$ cat config.mk
export PLATFORM = sky130hd
export DESIGN_NAME = pc_reg
export DESIGN_NICKNAME = d
export VERILOG_FILES = /design/src/rtl/pc_reg.sv
export SDC_FILE = /design/constraint.sdc
export NUM_CORES = 1
export LEC_CHECK = 0
export ABC_AREA = 1
export ABC_CLOCK_PERIOD_IN_PS = 2300
export BUFFER_PORTS_ARGS = -buffer_cell sky130_fd_sc_hd__buf_2
export CAP_MARGIN = 0
export CORE_MARGIN = 1
export CORE_UTILIZATION = 45
export CTS_CLUSTER_DIAMETER = 50
export DETAILED_ROUTE_END_ITERATION = 8
export PLACE_DENSITY = 0.81
export SETUP_SLACK_MARGIN = 0.1
export SLEW_MARGIN = 20
export SYNTH_ARGS = -nofsm -noshare
export SYNTH_HDL_FRONTEND = slang
export SYNTH_SLANG_ARGS = --single-unit
export TNS_END_PERCENT = 50
$ cat constraint.sdc
create_clock -name clk -period 2.3 [get_ports clk]
set_clock_uncertainty 0.05 [all_clocks]
set_input_delay 0.345 -clock clk [delete_from_list [all_inputs] [get_ports clk]]
set_output_delay 0.345 -clock clk [all_outputs]
set_load 0.05 [all_outputs]
$ cat src/rtl/pc_reg.sv
// pc_reg: program-counter register for the rv32i datapath.
// Holds the fetch address, loads pcNext on enabled rising edges, and
// provides pc+4 and a misalignment flag.
// Optional macro PC_HISTORY_EN adds a circular history buffer of previous
// pc values with the histSel/histPc read port.
module pc_reg #(
  parameter int               WIDTH        = 16,
  parameter logic [WIDTH-1:0] RESET_VECTOR = '0,
  parameter int               HIST_DEPTH   = 4
) (
  input  logic                          clk,
  input  logic                          rst_n,
  input  logic                          en,
  input  logic [WIDTH-1:0]              pcNext,
`ifdef PC_HISTORY_EN
  input  logic [$clog2(HIST_DEPTH)-1:0] histSel,
  output logic [WIDTH-1:0]              histPc,
`endif
  output logic [WIDTH-1:0]              pc,
  output logic [WIDTH-1:0]              pcPlus4,
  output logic                          misaligned
);

  logic [WIDTH-1:0] pc_q;
  logic [WIDTH-1:0] pc_d;

  // Next pc: load pcNext when enabled, otherwise hold (stall).
  always_comb begin
    pc_d = pc_q;
    if (en) begin
      pc_d = pcNext;
    end
  end

  // pc register; reset forces the reset vector immediately.
  always_ff @(posedge clk or negedge rst_n) begin
    if (!rst_n) begin
      pc_q <= RESET_VECTOR;
    end else begin
      pc_q <= pc_d;
    end
  end

  assign pc         = pc_q;
  // Wraps modulo 2^WIDTH; no carry is reported.
  assign pcPlus4    = pc_q + WIDTH'(4);
  // Informational only; the control unit raises the trap.
  assign misaligned = |pc_q[1:0];

`ifdef PC_HISTORY_EN
  localparam int HAW = $clog2(HIST_DEPTH);

  logic [WIDTH-1:0] hist_q [HIST_DEPTH];
  logic [WIDTH-1:0] hist_d [HIST_DEPTH];
  logic [HAW-1:0]   wr_ptr_q;
  logic [HAW-1:0]   wr_ptr_d;
  logic [HAW-1:0]   rd_idx;

  // Push the outgoing pc into the ring on every enabled update.
  always_comb begin
    hist_d   = hist_q;
    wr_ptr_d = wr_ptr_q;
    if (en) begin
      hist_d[wr_ptr_q] = pc_q;
      wr_ptr_d         = wr_ptr_q + HAW'(1);
    end
  end

  // History storage; reset fills every entry with the reset vector.
  always_ff @(posedge clk or negedge rst_n) begin
    if (!rst_n) begin
      wr_ptr_q <= '0;
      for (int i = 0; i < HIST_DEPTH; i++) begin
        hist_q[i] <= RESET_VECTOR;
      end
    end else begin
      wr_ptr_q <= wr_ptr_d;
      hist_q   <= hist_d;
    end
  end

  // histSel=0 is the most recently pushed entry, counting backwards.
  always_comb begin
    rd_idx = wr_ptr_q - HAW'(1) - histSel;
    histPc = hist_q[rd_idx];
  end
`endif

endmodule

==> summary.md <==
The clock latency on the worst-skew pair was 0.28 ns. The net count of the finished layout is 190. The floorplan die area was 2230 um^2. Clock tree synthesis selected as its root buffer the cell sky130_fd_sc_hd__clkbuf_4. The run gives 1 as the number of levels the H-tree was split into. The standard cell core area was 1820 um^2; the final setup violation count was 0. The tools report the wire length of the first global-routing pass as 3.35 mm. STA classifies the critical path endpoint as a primary output. The worst hold-check slack is 0.208 ns, and the power density normalized to cell area is 730 nW/um^2. The number of nets produced by synthesis is 138. The logs give 0 for the antenna violation net count after detailed routing and 15 for the cell row count.

For the maximum vdd drop, the log shows 394 uV. The final count of pins violating max slew was 0; the weighted congestion at the end of routability-driven global placement was 0.775. In this run the worst path has a maximum fanout of 4. Summing the areas of all compound-gate instances in the mapped netlist gives 6.53% of the synthesized area. For the clock sink count, the log shows 16.

By area the synthesized netlist is led by sky130_fd_sc_hd__dfrtp_1 (44%), sky130_fd_sc_hd__nand2_1 (15%), sky130_fd_sc_hd__inv_1 (6.9%). For this design the static power due to leakage is 0.691 nW. TritonCTS built the clock tree. Data arrival time at the worst-slack endpoint: 1.68 ns.

Synthesis produced a netlist whose cell count is 118. The via count of the first global-routing pass is 860, and the total count of hold-check failures in the final report is 0. The design draws 0.903 mW. Global routing used 21.8% of the available tracks across all layers. The clock passes through at most 2 buffers. The cell depth of the worst flop-to-flop path is 1, and the share of the cycle needed by the critical path after routing is 90.1%. The library cell occupying the most area in the post-synthesis netlist was sky130_fd_sc_hd__dfrtp_1. Entering global routing, the biggest net connects 29 pins. The tools report the required arrival time at the worst endpoint as 1.90 ns.

Ratio of cells with drive above 1 in the final layout: 38.5%. The category of the critical setup timing path was reg -> out. At the pin with the least slew margin, the transition time is 0.434 ns.

For this run the aggregate overflow at the end of global routing stands at 0. The fraction of the mapped netlist area in simple logic gates came out at 26.8%. The kind of start point of the critical path was a flip-flop.

The reg-to-reg endpoint is pc[8]. The clock buffer count from CTS was 3. In this run the cell area measured after placement is 1190 um^2.

In this run the critical register-to-register path is launched from pc[8]. The post-synthesis instance area was 920 um^2. Launch instance of the worst min-delay path: pcNext[6].

Timing would allow up to 0.482 GHz. Yosys printed 0 warnings. From bottom edge to top edge, the die measures 47.2 um.

After clock tree synthesis, the clock-pin slew on the worst setup and hold paths is 0.09 ns. The number of flip-flops and latches in the synthesized netlist works out to 16. The initial antenna violation count was 0.

Synthesis instantiated 15 different standard cells from the library. The average vias per placed instance is 4.80, and the number of remaining DRC errors is 0. The layout has 178 filler cells.

The most frequent standard cell in the layout excluding fill and tap cells is sky130_fd_sc_hd__buf_2. The minimum clock period was 2.07 ns; the vias after detailed routing was 931. Input and output buffers added on the ports amount to 51. For this run, the register share of the synthesized area comes to 43.5%. Largest family of logic cells by synthesized area: simple AND/OR/NAND/NOR gates. The run gives 0 as the reported max-cap violation count. The iteration count of the initial detailed-routing pass is 4, and the area overhead of the layout relative to synthesis is 34.6%. The run gives 17 as the iteration-0 DRC count of the detailed router.

For the I/O pin total, the log shows 52. Setup repair after global routing left no endpoint under its margin. The path with the worst hold slack has its endpoint at pc[6].

The area share of the leading cell type in the synthesized netlist works out to 43.5%. The path category of the worst min-delay check is in -> reg. The repair_antennas step left the layout with diodes totalling 0.

In the synthesized netlist, mux cells make up 4.90% of the area. The flip-flop count of the largest register after layout works out to 16. Of the total synthesized cell area, the portion taken by full adders, half adders and majority gates is 1.36%.

The chip width is 47.2 um, and the HPWL after detailed placement is 1.74 mm. The top cell types in the final layout, fill and taps aside, are sky130_fd_sc_hd__buf_2 (51), sky130_fd_sc_hd__nand2_1 (36), sky130_fd_sc_hd__inv_1 (17), sky130_fd_sc_hd__dfrtp_1 (16), sky130_fd_sc_hd__o21ai_0 (12). Of the total synthesized cell area, the portion taken by XOR and XNOR cells is 6.67%. The routed wirelength normalized by instance count is 11.5 um, and the flop-to-flop setup slack is 1.39 ns. The worst hold path was traced through 3 stages.

Adding up every negative setup slack in the final design gives 0 ns. The run finished with clean final reports. The headroom to the max-slew limit was 71.1%; the final design instance area without fill was 1240 um^2.

The routed design has 2.24 mm of wire. Averaged over all synthesized cells, the footprint is 7.79 um^2. The initial utilization of the core area, before any placement, comes to 50.5%. The final core utilization was 68.0%.
cell families after synthesis:
kind of cell,count (synthesis)
compound gates,12
xor+xnor,7
fa+ha+maj,1
buf+inv,22
flops,16
mux,4
simple gates,56
power breakdown:
| part | switching [mW] | total (mW) | internal (mW) |
|---|---|---|---|
| registers | 0.0314 | 0.338 | 0.307 |
| logic | 0.297 | 0.382 | 0.0844 |
| clock network | 0.0867 | 0.183 | 0.0963 |
layout make-up:
cell class	count	area (um^2)	area share, %
clock buffers	4	36.3	2.93
inverters	17	63.8	5.16
multi-input cells	80	440	35.6
flip-flops and latches	16	400	32.4
well taps	25	31.3	2.53
repair buffers	52	265	21.4
critical path: stages, from the launching register on:
cell	delay, ns
sky130_fd_sc_hd__dfrtp_1	0.42
sky130_fd_sc_hd__ha_1	0.22
sky130_fd_sc_hd__nand3_2	0.13
sky130_fd_sc_hd__nor2_2	0.20
sky130_fd_sc_hd__nand3_1	0.10
sky130_fd_sc_hd__nand2_1	0.07
sky130_fd_sc_hd__buf_2	0.25
per-layer routing:
metal | global-route usage (%) | up-vias | part of all wire [%]
met3 | 3.46 | 2 | 5.9
met1 | 26.3 | 423 | 42
met4 | 10.3 | 0 | 0.54
met2 | 37.8 | 41 | 51
met5 | 0 | - | 0
li1 | - | 465 | -
how the worst max path moves through the flow:
stage          startpoint  cells past startpoint          end
3_5_place_dp        pc[3]                      5   pcPlus4[8]
3_3_place_gp        pc[2]                      6  pcPlus4[12]
5_1_grt             pc[3]                      6  pcPlus4[12]
4_1_cts             pc[3]                      5   pcPlus4[8]
2_1_floorplan       pc[5]                      4   pcPlus4[9]
6_report            pc[3]                      6  pcPlus4[12]
Yosys cell counts:
master / n
sky130_fd_sc_hd__nand2_1: 36
sky130_fd_sc_hd__inv_1: 17
sky130_fd_sc_hd__dfrtp_1: 16
sky130_fd_sc_hd__o21ai_0: 12
sky130_fd_sc_hd__nand3_1: 7
sky130_fd_sc_hd__nor2_1: 7
sky130_fd_sc_hd__xor2_1: 7
sky130_fd_sc_hd__mux2_2: 4
sky130_fd_sc_hd__buf_2: 3
sky130_fd_sc_hd__buf_4: 2
sky130_fd_sc_hd__nand3_2: 2
sky130_fd_sc_hd__nand4_1: 2
sky130_fd_sc_hd__ha_1: 1
sky130_fd_sc_hd__nor2_2: 1
sky130_fd_sc_hd__nor2_4: 1
stage by stage:
stage	worst slack [ns]	instances
floorplan	0.00863	118
global placement	0.609	189
detailed placement	0.533	189
CTS	0.200	194
global route	0.101	194
finish	0.227	194
timing repair:
action | CTS | global route
gates resized for setup | 0 | 0
hold endpoints to repair | 16 | 0
hold buffers | 1 | 0
buffers inserted | 0 | 0
Power figures use the tool's default switching activity.
